**src/rtl/shift_ex_stage.sv**
```systemverilog
// Shift execute stage (SLL/SRA/ROR): 1-cycle latency, 2-entry main+skid FIFO.
// In_Ready drops only when both entries are held; Flush empties the FIFO.
module shift_ex_stage #(
  parameter int WIDTH = 16
) (
  input  logic             clk,
  input  logic             rst,
  input  logic             In_Valid,
  output logic             In_Ready,
  input  logic [1:0]       Opcode,
  input  logic [WIDTH-1:0] Operand,
  input  logic [3:0]       Shift_Val,
  input  logic [3:0]       Dst_Reg,
  input  logic             Flush,
  output logic             Out_Valid,
  input  logic             Out_Ready,
  output logic [WIDTH-1:0] Result,
  output logic [3:0]       Out_Dst,
  output logic             Z_Flag,
  output logic             Illegal
);

  typedef enum logic [1:0] {
    EMPTY = 2'd0,
    ONE   = 2'd1,
    FULL  = 2'd2
  } state_t;

  state_t state, state_nxt;

  logic [WIDTH-1:0]   skid_res;
  logic [3:0]         skid_dst;
  logic [WIDTH-1:0]   shift_res;
  logic [2*WIDTH-1:0] rot;
  logic               in_hs, out_hs, illegal_op, push;
  logic               load_main_in, load_main_skid, load_skid;

  always_comb begin
    rot = {Operand, Operand} >> Shift_Val;
    case (Opcode)
      2'b00:   shift_res = Operand << Shift_Val;
      2'b01:   shift_res = $unsigned($signed(Operand) >>> Shift_Val);
      2'b10:   shift_res = rot[WIDTH-1:0];
      default: shift_res = '0;
    endcase
  end

  assign in_hs      = In_Valid & In_Ready;
  assign out_hs     = Out_Valid & Out_Ready;
  assign illegal_op = (Opcode == 2'b11);
  // Illegal ops are consumed at the input but never occupy a FIFO slot.
  assign push       = in_hs & ~illegal_op;
  assign Out_Valid  = (state != EMPTY);

  always_ff @(posedge clk) begin
    if (rst) state <= EMPTY;
    else     state <= state_nxt;
  end

  always_comb begin
    state_nxt      = state;
    load_main_in   = 1'b0;
    load_main_skid = 1'b0;
    load_skid      = 1'b0;
    if (Flush) begin
      state_nxt = EMPTY;
    end else begin
      case (state)
        EMPTY: begin
          if (push) begin
            state_nxt    = ONE;
            load_main_in = 1'b1;
          end
        end
        ONE: begin
          if (push && out_hs) begin
            load_main_in = 1'b1;
          end else if (push) begin
            state_nxt = FULL;
            load_skid = 1'b1;
          end else if (out_hs) begin
            state_nxt = EMPTY;
          end
        end
        FULL: begin
          if (out_hs) begin
            state_nxt      = ONE;
            load_main_skid = 1'b1;
          end
        end
        default: state_nxt = EMPTY;
      endcase
    end
  end

  always_ff @(posedge clk) begin
    if (rst) begin
      In_Ready <= 1'b1;
      Illegal  <= 1'b0;
      Z_Flag   <= 1'b0;
      Result   <= '0;
      Out_Dst  <= '0;
      skid_res <= '0;
      skid_dst <= '0;
    end else begin
      In_Ready <= (state_nxt != FULL);
      Illegal  <= in_hs & illegal_op & ~Flush;
      if (out_hs && !Flush) Z_Flag <= (Result == '0);
      if (load_main_in) begin
        Result  <= shift_res;
        Out_Dst <= Dst_Reg;
      end else if (load_main_skid) begin
        Result  <= skid_res;
        Out_Dst <= skid_dst;
      end
      if (load_skid) begin
        skid_res <= shift_res;
        skid_dst <= Dst_Reg;
      end
    end
  end

endmodule
```
**config.mk**
```make
export PLATFORM = sky130hd
export DESIGN_NAME = shift_ex_stage
export DESIGN_NICKNAME = d
export VERILOG_FILES = /design/src/rtl/shift_ex_stage.sv
export SDC_FILE = /design/constraint.sdc
export NUM_CORES = 1
export LEC_CHECK = 0
export BUFFER_PORTS_ARGS = -buffer_cell sky130_fd_sc_hd__buf_2
export CAP_MARGIN = 40
export CORE_UTILIZATION = 45
export CTS_CLUSTER_DIAMETER = 60
export CTS_CLUSTER_SIZE = 28
export DETAILED_ROUTE_END_ITERATION = 10
export PLACE_DENSITY = 0.71
export SLEW_MARGIN = 15
export SYNTH_ARGS = -nofsm -noshare
export SYNTH_HDL_FRONTEND = slang
export SYNTH_SLANG_ARGS = --single-unit
```
**constraint.sdc**
```tcl
create_clock -name clk -period 2.5 [get_ports clk]
set_clock_uncertainty 0.1 [all_clocks]
set_input_delay 0.25 -clock clk [delete_from_list [all_inputs] [get_ports clk]]
set_output_delay 0.25 -clock clk [all_outputs]
set_load 0.02 [all_outputs]
```
==> results of run 1 <==
[critical path, delay by kind of cell]
family,cells,cell delay [ns]
multiplexers,3,0.80
buffers and inverters,2,0.56
AO/OA/AOI/OAI,2,0.53
[final timing paths]
| kind | slack [ns] | cells after the start | to | start |
|---|---|---|---|---|
| setup / recovery | 0.41 | 7 | skid_res[13] | Shift_Val[2] |
| setup reg to reg | 0.51 | 5 | Result[9] | state[1] |
| hold / removal | 0.09 | 2 | state[1] | Out_Ready |
| hold reg to reg | 0.36 | 2 | skid_dst[3] | skid_dst[3] |
[through the flow]
step	hold WS, ns	cell area (um2)	power, mW	setup WS (ns)
after floorplan	0.2281	4120	1.249	0.5683
after global placement	0.3419	4488	1.433	0.1947
after detailed placement	0.3469	4488	1.441	0.1068
after CTS	0.08243	4599	1.979	0.4069
after global routing	0.08428	4599	2.078	0.2971
final	0.08620	4599	1.984	0.4057
[kinds of logic after synthesis]
group / after synthesis / synth area share, %
buf+inv: 53 / 6.681
xor+xnor: 2 / 0.4252
compound gates: 109 / 19.98
mux: 80 / 27.79
simple gates: 195 / 23.26
flops: 45 / 21.86
[power breakdown]
part,total [mW],switching [mW],internal (mW)
Clock,0.543,0.243,0.300
Sequential,0.760,0.0182,0.742
Combinational,0.681,0.397,0.284
Total,1.98,0.658,1.33
[cell usage in the layout, fill, tap and decap left out, drive strengths merged, types with 5 or more instances in the layout]
master   Yosys  routed
nand2b      10      10
a211oi      13      13
nor2b        8       8
buf         22      78
a2111oi      9       9
mux4        26      26
a311oi      13      13
mux2i       39      39
o221ai       6       6
nand3b       7       7
o22ai        6       6
mux2        15      15
o21ai       16      16
nand2       61      61
nor4        10      10
a21oi       15      15
o31ai        5       5
nor3        15      15
nor2        45      45
nand3        8       8
and3         9       9
dfxtp       45      45
clkbuf      27       6
[state kept, by name, indices dropped and copies added, names as in the netlist]
name      cells
Illegal       1
In_Ready      1
Out_Dst       4
Result       16
Z_Flag        1
skid_dst      4
skid_res     16
state         2
[routing by layer]
layer | share of wire [%] | global-route usage [%]
met5 | 0 | 0
met4 | 2.8 | 8.741
met3 | 8.5 | 2.158
met2 | 46 | 42.88
met1 | 43 | 37.15
[area by class of cell]
| class | instances | area share, % |
|---|---|---|
| Sequential cell | 45 | 19.59 |
| Multi-Input combinational cell | 386 | 64.12 |
| Clock inverter | 2 | 0.8433 |
| Timing Repair Buffer | 78 | 10.61 |
| Tap cell | 108 | 2.938 |
| Inverter | 4 | 0.3264 |
| Clock buffer | 6 | 1.578 |
==> results by group, run 1 <==
STA
  • Fin. Hold Viols: 0
  • Final setup violating endpoints: 0
  • Sum Neg Setup Slack: 0 ns
  • Worst rel slew slack: 45.31%
  • Max-slew violations: 0
  • RSZ-0062 raised after global routing: no
  • Peak Freq: 477.5 MHz
  • Fin crit share: 83.77%
  • Slew of the pin with the lowest slew margin: 0.8204 ns
  • Min Tclk post-route: 2.094 ns

CTS
  • CTS Sinks: 45
  • Reg clk slew, reported paths: 0.08 ns
  • Clk Latency, worst-skew pair: 0.29 ns
  • Bufs on Longest Clock Path: 2
  • H-tree depth: 2
  • Post-CTS Resized: 0
  • Clock root buffer master: clkbuf_8
  • TritonCTS clock tree: built
  • CTS buffer count: 5
  • Post-CTS setup buffers: 0
  • CTS Hold Bufs: 0

Cells and area
  • P&R area growth vs syn: 11.63%
  • Area of the multi-input gates: 2949 um2
  • Fill count: 838
  • Non-Filler Instances: 629
  • Storage cell area: 900.9 um2
  • Final core utilization: 52.23%
  • Layout cell share with drive strength beyond 1: 26.30%
  • NumNets Final: 551
  • Ant diodes: 0

Pwr
  • Worst vdd ir: 314.1 uV
  • Leakage: 1.745 nW
  • Power per cell area: 431.4 nW/um2

Synthesis
  • Mean post-synth cell area: 8.513 um2
  • Area contributors post-synth: dfxtp_1 22%, mux4_2 14%, mux2i_1 9.5%, nand2_1 5.6%, nor2_1 4.1%
  • Synth top cells by count: 61 x nand2_1, 45 x dfxtp_1, 45 x nor2_1
  • Mapped Cells: 484
  • Register bit count reported by yosys: 45
  • Biggest area consumer among synthesized cells: dfxtp_1
  • Area share of the largest cell type after synthesis: 21.86%
  • Mapped cell area: 4120 um2
  • Net count after synthesis: 515
  • Count leader, synth: nand2_1
  • Asr flop ratio synth: 0%
  • Ys Warns: 0
  • Top FF cell, synth: dfxtp_1
  • Distinct cell type count after synthesis: 62
  • Sequential share of the synthesized area: 21.86%
  • Post-synth EDFFs: 0

Run status
  • Failing checks: design-rule violations
  • Status: finished, violations left

Die
  • Io pins: 55
  • Die ar.: 9542 um2
  • Initial Util: 46.79%
  • Core Footprint: 8806 um2
  • Row count: 34
  • Chip height: 97.69 um
  • Die Width: 97.69 um

Detailed routing
  • Detailed-route DRC error count: 11
  • DR iter-0 viols: 384
  • Vias per cell: 6.658
  • Drt pass-1 iters: 9
  • Detailed Route WL: 12.36 mm
  • DRT antenna net count: 0
  • Via total after detailed routing: 4188
  • Routed len/inst: 19.65 um

Hold path
  • HP Class: in -> reg

Critical path
  • Crit path capture type: register
  • Crit path top cell by count: mux2i_1
  • Crit Path Max Fanout: 19
  • Critical Path Slowest Stage Cell: a2111oi_0
  • Cell breakdown of the critical path: buf_2 -> mux2i_1 -> mux4_2 -> mux2i_1 -> a2111oi_0 -> buf_4 -> a211oi_1
  • Crit start category: input port
  • Setup CP Type: in -> reg
  • CP required: 2.55 ns
  • Worst path max stage delay: 0.47 ns
  • Arr. time, crit path: 2.14 ns

Place
  • Hpwl dp: 9.124 mm
  • Port bufs: 54
  • Placed cell count: 621
  • GP Congestion: 0.9882

Flow run
  • Max-cap viol count: 0

GRT
  • Initial antenna violation count: 0
  • Total GRT Usage: 26.47%
  • Vias in the first global route: 3839
  • Gr ovfl total: 0
  • First-pass GRT wire length: 20.44 mm
  • Largest net degree at the start of global routing: 48
(Power assumes the default switching activity.)
==> run 2, diff against run 1 <==
--- a/config.mk
+++ b/config.mk
@@ -5,13 +5,14 @@
 export SDC_FILE = /design/constraint.sdc
 export NUM_CORES = 1
 export LEC_CHECK = 0
+export ABC_AREA = 1
 export BUFFER_PORTS_ARGS = -buffer_cell sky130_fd_sc_hd__buf_2
 export CAP_MARGIN = 40
 export CORE_UTILIZATION = 45
 export CTS_CLUSTER_DIAMETER = 60
 export CTS_CLUSTER_SIZE = 28
 export DETAILED_ROUTE_END_ITERATION = 10
-export PLACE_DENSITY = 0.71
+export PLACE_DENSITY = 0.74
 export SLEW_MARGIN = 15
 export SYNTH_ARGS = -nofsm -noshare
 export SYNTH_HDL_FRONTEND = slang
==> constraint.sdc (replaced) <==
create_clock -name clk -period 1.68 [get_ports clk]
set_clock_uncertainty 0.1 [all_clocks]
set_input_delay 0.168 -clock clk [delete_from_list [all_inputs] [get_ports clk]]
set_output_delay 0.168 -clock clk [all_outputs]
set_load 0.02 [all_outputs]
==> results by group, run 2 <==
Run status
  • Status: finished, final reports clean

Synthesis
  • Mapped cell area: 3643 um2
  • Mapped Cells: 615
  • Distinct cell type count after synthesis: 33
  • Top FF cell, synth: dfxtp_1
  • Net count after synthesis: 646
  • Count leader, synth: nand2_1
  • Area contributors post-synth: dfxtp_1 25%, nand3_1 20%, nand2_1 19%, inv_1 5.7%, a21oi_1 4.9%
  • Asr flop ratio synth: 0%
  • Biggest area consumer among synthesized cells: dfxtp_1
  • Mean post-synth cell area: 5.924 um2
  • Ys Warns: 0
  • Sequential share of the synthesized area: 24.73%
  • Synth top cells by count: 185 x nand2_1, 144 x nand3_1, 55 x inv_1
  • Area share of the largest cell type after synthesis: 24.73%
  • Register bit count reported by yosys: 45
  • Post-synth EDFFs: 0

Place
  • Hpwl dp: 8.752 mm
  • Port bufs: 54
  • Dpl ws: 0.01061 ns
  • GP Congestion: 0.9869

Hold path
  • Hold Crit Start: Dst_Reg[3]
  • HP Class: in -> reg
  • Hold depth: 3
  • Min-Delay Endpoint: Out_Dst[3]

Detailed routing
  • Routed len/inst: 14.36 um
  • Via total after detailed routing: 4397
  • Detailed-route DRC error count: 0
  • Drt pass-1 iters: 5
  • Detailed Route WL: 11.21 mm
  • DR iter-0 viols: 508
  • DRT antenna net count: 0
  • Vias per cell: 5.630

CTS
  • H-tree depth: 2
  • CTS buffer count: 5
  • Clock root buffer master: clkbuf_8
  • Clk Latency, worst-skew pair: 0.30 ns
  • Reg clk slew, reported paths: 0.09 ns
  • TritonCTS clock tree: built
  • CTS Sinks: 45
  • Bufs on Longest Clock Path: 2

Cells and area
  • Area of the multi-input gates: 2369 um2
  • Storage cell area: 902.1 um2
  • Fill count: 814
  • NumNets Final: 709
  • Layout cell share with drive strength beyond 1: 20.47%
  • Most common cell after layout, fill and taps aside: nand2_1
  • Final core utilization: 54.83%
  • P&R area growth vs syn: 16.90%
  • Biggest regs: Result (16), skid_res (16)
  • Commonest cells after routing, fill and taps aside: 185 x nand2_1, 144 x nand3_1, 54 x inv_1, 54 x buf_2, 44 x dfxtp_1
  • Ant diodes: 0

Die
  • Die Width: 91.98 um
  • Core Footprint: 7767 um2
  • Die ar.: 8460 um2
  • Chip height: 91.98 um
  • Initial Util: 46.91%
  • Io pins: 55
  • Row count: 32

Flow run
  • Max-cap viol count: 0

GRT
  • Gr ovfl total: 0
  • Vias in the first global route: 4092
  • Largest net degree at the start of global routing: 33
  • Initial antenna violation count: 0
  • First-pass GRT wire length: 18.61 mm
  • Total GRT Usage: 26.94%

STA
  • RSZ-0062 raised after global routing: yes
  • Max-slew violations: 0
  • Final setup violating endpoints: 0
  • Fin crit share: 95.73%
  • Final worst slack: 0.07171 ns
  • Worst rel slew slack: 63.28%
  • Fin. Hold Viols: 0
  • Min Tclk post-route: 1.608 ns
  • Peak Freq: 621.8 MHz
  • Slew of the pin with the lowest slew margin: 0.5502 ns

Pwr
  • Worst vdd ir: 362.1 uV
  • Leakage: 2.250 nW
  • Power per cell area: 630.5 nW/um2

Critical path
  • Worst R2R Setup Slack: 0.07 ns
  • RR Startpoint: state[0]
  • Crit start category: register
  • Crit Path Max Fanout: 10
  • R2R Path End: Result[14]
  • Origin of the worst setup path: state[0]
  • Crit path capture type: register
  • Setup CP Type: reg -> reg
  • CP required: 1.78 ns
  • Reg2reg path depth: 10
  • Arr. time, crit path: 1.71 ns
-- run 2: cell types whose count changed after synthesis, moves of 18 or more --
cell / previous run / this run
mux2i_1: 39 / 0
inv_1: 4 / 55
nor2_1: 45 / 27
nand3_1: 8 / 144
mux4_2: 26 / 0
clkbuf_1: 27 / 5
o21ai_0: 9 / 27
a21oi_1: 15 / 36
nand2_1: 61 / 185
-- run 2: timing repair --
item                       4_1_cts  5_1_grt
pin swaps                        0        1
hold buffers                     0        0
gates cloned                     0        1
gates resized for setup          1       13
buffers inserted                 0        2
setup endpoints to repair        3       20
-- run 2: critical path, stage by stage (launching register included) --
cell and delay [ns]:
dfxtp_2 0.38, nor2_2 0.06, nor2_2 0.11, inv_1 0.08, nor2_4 0.16, buf_4 0.15, nand2_4 0.09, a21oi_1 0.15
o21ai_0 0.10, nand3_1 0.09, inv_1 0.04
-- run 2: final cells by class --
class | instances | area share [%]
Sequential cell | 45 | 21.18
Timing Repair Buffer | 83 | 12.63
Clock inverter | 2 | 0.3525
Multi-Input combinational cell | 483 | 55.61
Clock buffer | 6 | 1.704
Inverter | 60 | 5.523
Tap cell | 102 | 2.996
-- run 2: per-layer routing --
metal  wire, um  share of wire (%)  GRT usage (%)  vias to the layer above
met5          0                  0              0                        -
met1       4956                 44          35.45                     1998
met2       5195                 46          45.40                      207
li1           -                  -              -                     2168
met4        257                2.3          8.854                        0
met3        802                7.2          3.400                       24
-- run 2: report_power, final --
group,internal [mW],leakage (nW),total (mW),switching [mW]
clock network,0.294,0.0374,0.671,0.377
logic,0.304,1.85,0.876,0.572
registers,1.11,0.366,1.14,0.0313
total,1.70,2.25,2.69,0.981
-- run 2: stage by stage --
stage               power (mW)   TNS [ns]  std cells  cell area [um2]  hold WS (ns)
finish                   2.685          0        781             4259       0.03846
global route             2.828  -0.005365        781             4259       0.04458
CTS                      2.671          0        778             4205       0.01381
detailed placement       2.012          0        770             4113        0.3247
global placement         2.001          0        770             4113        0.3139
floorplan                1.743          0        615             3643        0.1453
-- run 2: worst max path at each step --
stage,endpoint,cells after the start
finish,Result[14],10
global route,Result[7],10
floorplan,skid_res[0],8
detailed placement,Out_Dst[2],9
global placement,Result[10],12
CTS,Result[15],12
-- run 2: cell families (layout without fill, tap and decap cells) --
family / count (synthesis) / count (layout) / share of synthesized area [%]
and+or+nand+nor: 396 / 397 / 50.86
DFF: 45 / 45 / 24.73
AOI/OAI and AO/OA: 86 / 86 / 12.98
buffers and inverters: 88 / 151 / 11.44
